[config.mk]
export PLATFORM = sky130hd
export DESIGN_NAME = mem_fill_arbiter_flat
export DESIGN_NICKNAME = d
export VERILOG_FILES = /design/src/rtl/mem_fill_arbiter_if.sv /design/src/rtl/mem_fill_arbiter.sv /design/src/flat_wrapper.sv
export SDC_FILE = /design/constraint.sdc
export NUM_CORES = 1
export LEC_CHECK = 0
export ABC_AREA = 1
export BUFFER_PORTS_ARGS = -buffer_cell sky130_fd_sc_hd__buf_2
export CORE_MARGIN = 4
export CORE_UTILIZATION = 46
export DETAILED_ROUTE_END_ITERATION = 10
export GPL_TIMING_DRIVEN = 1
export PLACE_DENSITY = 0.9
export RECOVER_POWER = 100
export SETUP_SLACK_MARGIN = 0.2
export SLEW_MARGIN = 20
export SYNTH_ARGS = -nofsm -noshare
export SYNTH_HDL_FRONTEND = slang
export SYNTH_SLANG_ARGS = --single-unit
[constraint.sdc]
create_clock -name clk -period 2.9 [get_ports clk]
set_input_delay 0.145 -clock clk [delete_from_list [all_inputs] [get_ports clk]]
set_output_delay 0.145 -clock clk [all_outputs]
set_load 0.1 [all_outputs]
[src/rtl/mem_fill_arbiter_if.sv]
// Cache request/fill signals and main-memory bus shared by mem_fill_arbiter and its environment.
// slave = arbiter side, master = caches plus memory model side.
interface mem_fill_arbiter_if #(
  parameter int ADDR_W = 16,
  parameter int OFF_W  = 3
);
  logic              i_req;
  logic [ADDR_W-1:0] i_addr;
  logic              d_req;
  logic [ADDR_W-1:0] d_addr;
  logic              d_wr_req;
  logic [ADDR_W-1:0] d_wr_addr;
  logic [15:0]       d_wr_data;
  logic              mem_en;
  logic              mem_wr;
  logic [ADDR_W-1:0] mem_addr;
  logic [15:0]       mem_wdata;
  logic [15:0]       mem_rdata;
  logic              mem_valid;
  logic [15:0]       fill_data;
  logic [OFF_W-1:0]  fill_offset;
  logic              i_fill_we;
  logic              d_fill_we;
  logic              i_done;
  logic              d_done;
  logic              d_wr_ack;
  logic              busy;

  modport slave (
    input  i_req, i_addr, d_req, d_addr, d_wr_req, d_wr_addr, d_wr_data,
           mem_rdata, mem_valid,
    output mem_en, mem_wr, mem_addr, mem_wdata, fill_data, fill_offset,
           i_fill_we, d_fill_we, i_done, d_done, d_wr_ack, busy
  );

  modport master (
    output i_req, i_addr, d_req, d_addr, d_wr_req, d_wr_addr, d_wr_data,
           mem_rdata, mem_valid,
    input  mem_en, mem_wr, mem_addr, mem_wdata, fill_data, fill_offset,
           i_fill_we, d_fill_we, i_done, d_done, d_wr_ack, busy
  );
endinterface

[src/rtl/mem_fill_arbiter.sv]
// Arbitrates icache fill, dcache fill and dcache write-through onto one pipelined memory.
// Optional critical-word-first fill ordering is enabled by defining CRIT_WORD_FIRST_EN.
module mem_fill_arbiter #(
  parameter int WORDS_PER_BLOCK = 8,
  parameter int ADDR_W          = 16
) (
  input logic               clk,
  input logic               rst,
  mem_fill_arbiter_if.slave bus
);
  localparam int OFF_W = $clog2(WORDS_PER_BLOCK);
  localparam logic [OFF_W:0]    CNT_FULL = (OFF_W+1)'(WORDS_PER_BLOCK);
  localparam logic [OFF_W:0]    CNT_LAST = (OFF_W+1)'(WORDS_PER_BLOCK - 1);
  localparam logic [OFF_W:0]    CNT_ONE  = (OFF_W+1)'(1);
  localparam logic [ADDR_W-1:0] BLK_MASK = ADDR_W'(2 * WORDS_PER_BLOCK - 1);

  typedef enum logic [1:0] {IDLE, WRITE, FILL_I, FILL_D} state_t;

  state_t            state, state_nxt;
  logic [ADDR_W-1:0] base, base_nxt;
  logic [15:0]       wdata, wdata_nxt;
  logic [OFF_W-1:0]  start, start_nxt;
  logic [OFF_W:0]    issue_cnt, issue_cnt_nxt;
  logic [OFF_W:0]    ret_cnt, ret_cnt_nxt;
  logic [15:0]       fill_data_nxt;
  logic [OFF_W-1:0]  fill_offset_nxt;
  logic              i_fill_we_nxt, d_fill_we_nxt, i_done_nxt, d_done_nxt;
  logic              filling, issuing, i_pend, d_pend;
  logic [OFF_W-1:0]  issue_off;

  function automatic logic [ADDR_W-1:0] block_base(input logic [ADDR_W-1:0] a);
    return a & ~BLK_MASK;
  endfunction

  function automatic logic [ADDR_W-1:0] word_addr(input logic [ADDR_W-1:0] b,
                                                  input logic [OFF_W-1:0]  off);
    return b | {{(ADDR_W-OFF_W-1){1'b0}}, off, 1'b0};
  endfunction

  assign filling   = (state == FILL_I) || (state == FILL_D);
  assign issuing   = filling && (issue_cnt != CNT_FULL);
  assign issue_off = start + issue_cnt[OFF_W-1:0];
  // A requester still sees its own done pulse this cycle; do not re-grant it.
  assign i_pend    = bus.i_req && !bus.i_done;
  assign d_pend    = bus.d_req && !bus.d_done;

  assign bus.mem_en    = issuing || (state == WRITE);
  assign bus.mem_wr    = (state == WRITE);
  assign bus.mem_addr  = (state == WRITE) ? base :
                         (issuing ? word_addr(base, issue_off) : {ADDR_W{1'b0}});
  assign bus.mem_wdata = (state == WRITE) ? wdata : 16'h0000;
  assign bus.d_wr_ack  = (state == WRITE);
  assign bus.busy      = (state != IDLE);

  // Next-state, arbitration and fill-return decode.
  always_comb begin
    state_nxt       = state;
    base_nxt        = base;
    wdata_nxt       = wdata;
    start_nxt       = start;
    issue_cnt_nxt   = issue_cnt;
    ret_cnt_nxt     = ret_cnt;
    fill_data_nxt   = bus.fill_data;
    fill_offset_nxt = bus.fill_offset;
    i_fill_we_nxt   = 1'b0;
    d_fill_we_nxt   = 1'b0;
    i_done_nxt      = 1'b0;
    d_done_nxt      = 1'b0;
    case (state)
      IDLE: begin
        if (bus.d_wr_req) begin
          state_nxt = WRITE;
          base_nxt  = bus.d_wr_addr;
          wdata_nxt = bus.d_wr_data;
        end else if (d_pend) begin
          state_nxt     = FILL_D;
          base_nxt      = block_base(bus.d_addr);
`ifdef CRIT_WORD_FIRST_EN
          start_nxt     = bus.d_addr[OFF_W:1];
`else
          start_nxt     = {OFF_W{1'b0}};
`endif
          issue_cnt_nxt = {(OFF_W+1){1'b0}};
          ret_cnt_nxt   = {(OFF_W+1){1'b0}};
        end else if (i_pend) begin
          state_nxt     = FILL_I;
          base_nxt      = block_base(bus.i_addr);
`ifdef CRIT_WORD_FIRST_EN
          start_nxt     = bus.i_addr[OFF_W:1];
`else
          start_nxt     = {OFF_W{1'b0}};
`endif
          issue_cnt_nxt = {(OFF_W+1){1'b0}};
          ret_cnt_nxt   = {(OFF_W+1){1'b0}};
        end else begin
          state_nxt = IDLE;
        end
      end
      WRITE: begin
        state_nxt = IDLE;
      end
      FILL_I, FILL_D: begin
        if (issuing) begin
          issue_cnt_nxt = issue_cnt + CNT_ONE;
        end else begin
          issue_cnt_nxt = issue_cnt;
        end
        if (bus.mem_valid && (ret_cnt != CNT_FULL)) begin
          fill_data_nxt   = bus.mem_rdata;
          fill_offset_nxt = start + ret_cnt[OFF_W-1:0];
          ret_cnt_nxt     = ret_cnt + CNT_ONE;
          i_fill_we_nxt   = (state == FILL_I);
          d_fill_we_nxt   = (state == FILL_D);
          if (ret_cnt == CNT_LAST) begin
            state_nxt  = IDLE;
            i_done_nxt = (state == FILL_I);
            d_done_nxt = (state == FILL_D);
          end else begin
            state_nxt  = state;
          end
        end else begin
          ret_cnt_nxt = ret_cnt;
        end
      end
      default: begin
        state_nxt = IDLE;
      end
    endcase
  end

  // State, burst bookkeeping and registered fill outputs; reset aborts any fill.
  always_ff @(posedge clk or posedge rst) begin
    if (rst) begin
      state           <= IDLE;
      base            <= {ADDR_W{1'b0}};
      wdata           <= 16'h0000;
      start           <= {OFF_W{1'b0}};
      issue_cnt       <= {(OFF_W+1){1'b0}};
      ret_cnt         <= {(OFF_W+1){1'b0}};
      bus.fill_data   <= 16'h0000;
      bus.fill_offset <= {OFF_W{1'b0}};
      bus.i_fill_we   <= 1'b0;
      bus.d_fill_we   <= 1'b0;
      bus.i_done      <= 1'b0;
      bus.d_done      <= 1'b0;
    end else begin
      state           <= state_nxt;
      base            <= base_nxt;
      wdata           <= wdata_nxt;
      start           <= start_nxt;
      issue_cnt       <= issue_cnt_nxt;
      ret_cnt         <= ret_cnt_nxt;
      bus.fill_data   <= fill_data_nxt;
      bus.fill_offset <= fill_offset_nxt;
      bus.i_fill_we   <= i_fill_we_nxt;
      bus.d_fill_we   <= d_fill_we_nxt;
      bus.i_done      <= i_done_nxt;
      bus.d_done      <= d_done_nxt;
    end
  end
endmodule

[src/flat_wrapper.sv]
// flat-port wrapper written by rule: the top's interface ports become plain ports
module mem_fill_arbiter_flat 
#(
  parameter int WORDS_PER_BLOCK = 8,
  parameter int ADDR_W          = 16
)
  (clk, rst, bus_i_req, bus_i_addr, bus_d_req, bus_d_addr, bus_d_wr_req, bus_d_wr_addr, bus_d_wr_data, bus_mem_rdata, bus_mem_valid, bus_mem_en, bus_mem_wr, bus_mem_addr, bus_mem_wdata, bus_fill_data, bus_fill_offset, bus_i_fill_we, bus_d_fill_we, bus_i_done, bus_d_done, bus_d_wr_ack, bus_busy);
  mem_fill_arbiter_if #(.ADDR_W(ADDR_W), .OFF_W((3))) bus_i ();
  input logic clk;
  input logic rst;
  input wire logic [$bits(bus_i.i_req)-1:0] bus_i_req;
  input wire logic [$bits(bus_i.i_addr)-1:0] bus_i_addr;
  input wire logic [$bits(bus_i.d_req)-1:0] bus_d_req;
  input wire logic [$bits(bus_i.d_addr)-1:0] bus_d_addr;
  input wire logic [$bits(bus_i.d_wr_req)-1:0] bus_d_wr_req;
  input wire logic [$bits(bus_i.d_wr_addr)-1:0] bus_d_wr_addr;
  input wire logic [$bits(bus_i.d_wr_data)-1:0] bus_d_wr_data;
  input wire logic [$bits(bus_i.mem_rdata)-1:0] bus_mem_rdata;
  input wire logic [$bits(bus_i.mem_valid)-1:0] bus_mem_valid;
  output wire logic [$bits(bus_i.mem_en)-1:0] bus_mem_en;
  output wire logic [$bits(bus_i.mem_wr)-1:0] bus_mem_wr;
  output wire logic [$bits(bus_i.mem_addr)-1:0] bus_mem_addr;
  output wire logic [$bits(bus_i.mem_wdata)-1:0] bus_mem_wdata;
  output wire logic [$bits(bus_i.fill_data)-1:0] bus_fill_data;
  output wire logic [$bits(bus_i.fill_offset)-1:0] bus_fill_offset;
  output wire logic [$bits(bus_i.i_fill_we)-1:0] bus_i_fill_we;
  output wire logic [$bits(bus_i.d_fill_we)-1:0] bus_d_fill_we;
  output wire logic [$bits(bus_i.i_done)-1:0] bus_i_done;
  output wire logic [$bits(bus_i.d_done)-1:0] bus_d_done;
  output wire logic [$bits(bus_i.d_wr_ack)-1:0] bus_d_wr_ack;
  output wire logic [$bits(bus_i.busy)-1:0] bus_busy;
  assign bus_i.i_req = bus_i_req;
  assign bus_i.i_addr = bus_i_addr;
  assign bus_i.d_req = bus_d_req;
  assign bus_i.d_addr = bus_d_addr;
  assign bus_i.d_wr_req = bus_d_wr_req;
  assign bus_i.d_wr_addr = bus_d_wr_addr;
  assign bus_i.d_wr_data = bus_d_wr_data;
  assign bus_i.mem_rdata = bus_mem_rdata;
  assign bus_i.mem_valid = bus_mem_valid;
  assign bus_mem_en = bus_i.mem_en;
  assign bus_mem_wr = bus_i.mem_wr;
  assign bus_mem_addr = bus_i.mem_addr;
  assign bus_mem_wdata = bus_i.mem_wdata;
  assign bus_fill_data = bus_i.fill_data;
  assign bus_fill_offset = bus_i.fill_offset;
  assign bus_i_fill_we = bus_i.i_fill_we;
  assign bus_d_fill_we = bus_i.d_fill_we;
  assign bus_i_done = bus_i.i_done;
  assign bus_d_done = bus_i.d_done;
  assign bus_d_wr_ack = bus_i.d_wr_ack;
  assign bus_busy = bus_i.busy;
  mem_fill_arbiter #(.WORDS_PER_BLOCK(WORDS_PER_BLOCK), .ADDR_W(ADDR_W)) u_core (.clk(clk), .rst(rst), .bus(bus_i));
endmodule
==> impl_metrics.tcl <==
set metrics [dict create \
    via_count 3122 \
    ys_top_cells_by_area "dfrtp_1, nand2_1, nand3_1" \
    antenna_found_initial 0 \
    dr_wl_met3_um 773 \
    antennaDiodeCount 0 \
    core_area_sq_mm 0.006832 \
    drcViolationCount 0 \
    row_count 30 \
    yosysMostFrequentCell "nand2_1" \
    place.port_buffers 136 \
    drt-total-wl_mm 8.343 \
    grt_remaining_overflow 0 \
    first_global_vias 3015 \
    yosysUniqueCellTypes 30 \
    syn_area_per_cell_sq_um 7.905 \
    ant_nets 0 \
    grt_start_max_net_pins 41 \
    grt_usage_pct 20.35 \
    synth_common_cells "nand2_1, dfrtp_1, nand3_1, inv_1, nor2_1" \
    post-cts-setup-buffer-count 0 \
    place_congestion 0.8486 \
    setup-tns-final_ps 0 \
    cp_cell_sequence "inv_1, ha_1, nand2_1, o21ai_2, inv_2, nor2_4, nor2_1, clkbuf_2" \
    critPathLaunchType "register" \
    async_flop_share_pct 100.0 \
    crit_path_end_kind "output port" \
    finalCritPeriodShare_pct 87.08 \
    clk_latency_ps 330 \
    hpwl_mm 6.232 \
    drv_cap 0 \
    slew_headroom_pct 17.97 \
    crit_type "reg2out" \
    clock-skew-final_ps 9.526 \
    initial_core_util_pct 47.67 \
    synth_area_sq_mm 0.003257 \
    drv_slew 0 \
    htreeDepth 3 \
    cts-resized-gates 0 \
    nets 641 \
    max_stage_delay_ps 430 \
    ff2ff_setup_slack_ps 520 \
    status "complete, no violations" \
    synth_edf_count 0 \
    die_w_um 92.15 \
    synth_nets 502 \
    cts_tree "built" \
    setup-violations-final 0 \
    hold_viol 0 \
    cts.clk_slew.worst_paths_ps 70 \
    numClockSinks 65 \
    root_buffer "clkbuf_8" \
    drive_above_1_share_pct 24.82 \
    synthFlopType "dfrtp_1" \
    fmax_mhz 396.0 \
    drt-initial-drc-count 102 \
    seq_area_frac_synth_pct 49.94 \
    syn_inst 412 \
    critical_path_required_ps 2760 \
    die_h_um 92.15 \
    worstMarginPinSlew_ps 1236 \
    yosysTopAreaCellShare_pct 49.94 \
    routed_via_density 4.788 \
    dr.max_layer_used "met4" \
    cts_hold_buf 8 \
    cts_max_path_buffers 2 \
    yosysWarnings 0 \
    slowest_stage "dfrtp_1" \
    wl_met1_mm 3.352 \
    grt_pass1_wl_mm 13.86 \
    first_pass_iters 5 \
    synth_seq_cells 65 \
    dr_wl_met2_mm 4.113 \
    critical_path_arrival_ps 2380 \
    area_delta_synth_final_pct 26.35 \
    design.portCount 145 \
    min_period_ps 2525 \
    die_area_sq_mm 0.008491 \
    crit_path_max_fanout 15 \
    synth_top_area_cell "dfrtp_1" \
    post_drt_wl_per_cell_um 12.80 \
    rsz0062_at_grt "false" \
    hp-class "in2reg" \
    cts_buffers 9 \
]
==> state kept, by name, summed over array words and instances, names as in the netlist <==
register                count
u_core.bus.fill_data       16
u_core.issue_cnt            4
u_core.bus.i_fill_we        1
u_core.state                2
u_core.bus.i_done           1
u_core.bus.d_done           1
u_core.bus.fill_offset      3
u_core.wdata               16
u_core.base                16
u_core.bus.d_fill_we        1
u_core.ret_cnt              4
==> final timing paths <==
path | from | cells after the start | end
max | u_core.issue_cnt[0]$_DFFE_PP0P_ | 8 | bus_mem_addr[4]
min | bus_mem_rdata[1] | 3 | u_core.bus.fill_data[1]$_DFFE_PP0P_
max reg2reg | u_core.ret_cnt[0]$_DFFE_PP0P_ | 7 | u_core.bus.fill_offset[0]$_DFFE_PP0P_
min reg2reg | u_core.base[10]$_DFFE_PP0P_ | 2 | u_core.base[10]$_DFFE_PP0P_
max in group asynchronous | rst | 4 | u_core.bus.fill_data[0]$_DFFE_PP0P_
min in group asynchronous | rst | 3 | u_core.wdata[11]$_DFFE_PP0P_
==> layout make-up <==
class	count	area, sq um
flip-flops and latches	65	1627
multi-input cells	279	1277
well taps	96	120.1
clock buffers	13	148.9
inverters	50	187.7
repair buffers	146	714.4
clock inverters	3	40.04
fillers	664	2716
==> metal layers <==
metal,GRT usage [%],up-vias
met3,6.727,9
li1,-,1545
met5,0,-
met2,34.91,128
met1,23.83,1440
met4,7.054,0
==> stage by stage <==
stage          util (%)  setup slack, ps  instances  area [sq um]  hold slack (ps)
3_5_place_dp      57.75            934.3        628          3945            221.9
3_3_place_gp      57.75             1035        628          3945            203.4
5_1_grt           60.24            226.0        652          4115            14.74
6_report          60.24            374.7        652          4115            17.95
4_1_cts           61.69            552.5        652          4214            1.888
2_1_floorplan         -            354.2        412          3257            254.6
==> logic make-up after synthesis <==
family | synth area share, %
simple gates | 33.50
buf+inv | 9.681
flops | 49.94
compound gates | 5.071
fa+ha+maj | 1.537
xor+xnor | 0.2690
==> worst max-delay path, delay by kind of cell, from the launching register on <==
kind	cells	cell delay (ps)
buffers and inverters	3	630
AO/OA/AOI/OAI	1	290
adder cells (fa/ha/maj)	1	150
flip-flops	1	430
AND/OR/NAND/NOR	3	540
==> cells in the final DEF, fill, tap and decap left out, types with 12 or more instances in the layout <==
| cell type | count |
|---|---|
| nand2_1 | 138 |
| clkbuf_1 | 48 |
| buf_2 | 80 |
| o21ai_0 | 22 |
| inv_1 | 43 |
| nand3_1 | 49 |
| or2_2 | 12 |
| clkbuf_2 | 13 |
| nor2_1 | 29 |
| dfrtp_1 | 65 |
Power is left out: the tool's default activity adds up to more than one toggle a clock period on the data nets, which glitch-free logic cannot reach.
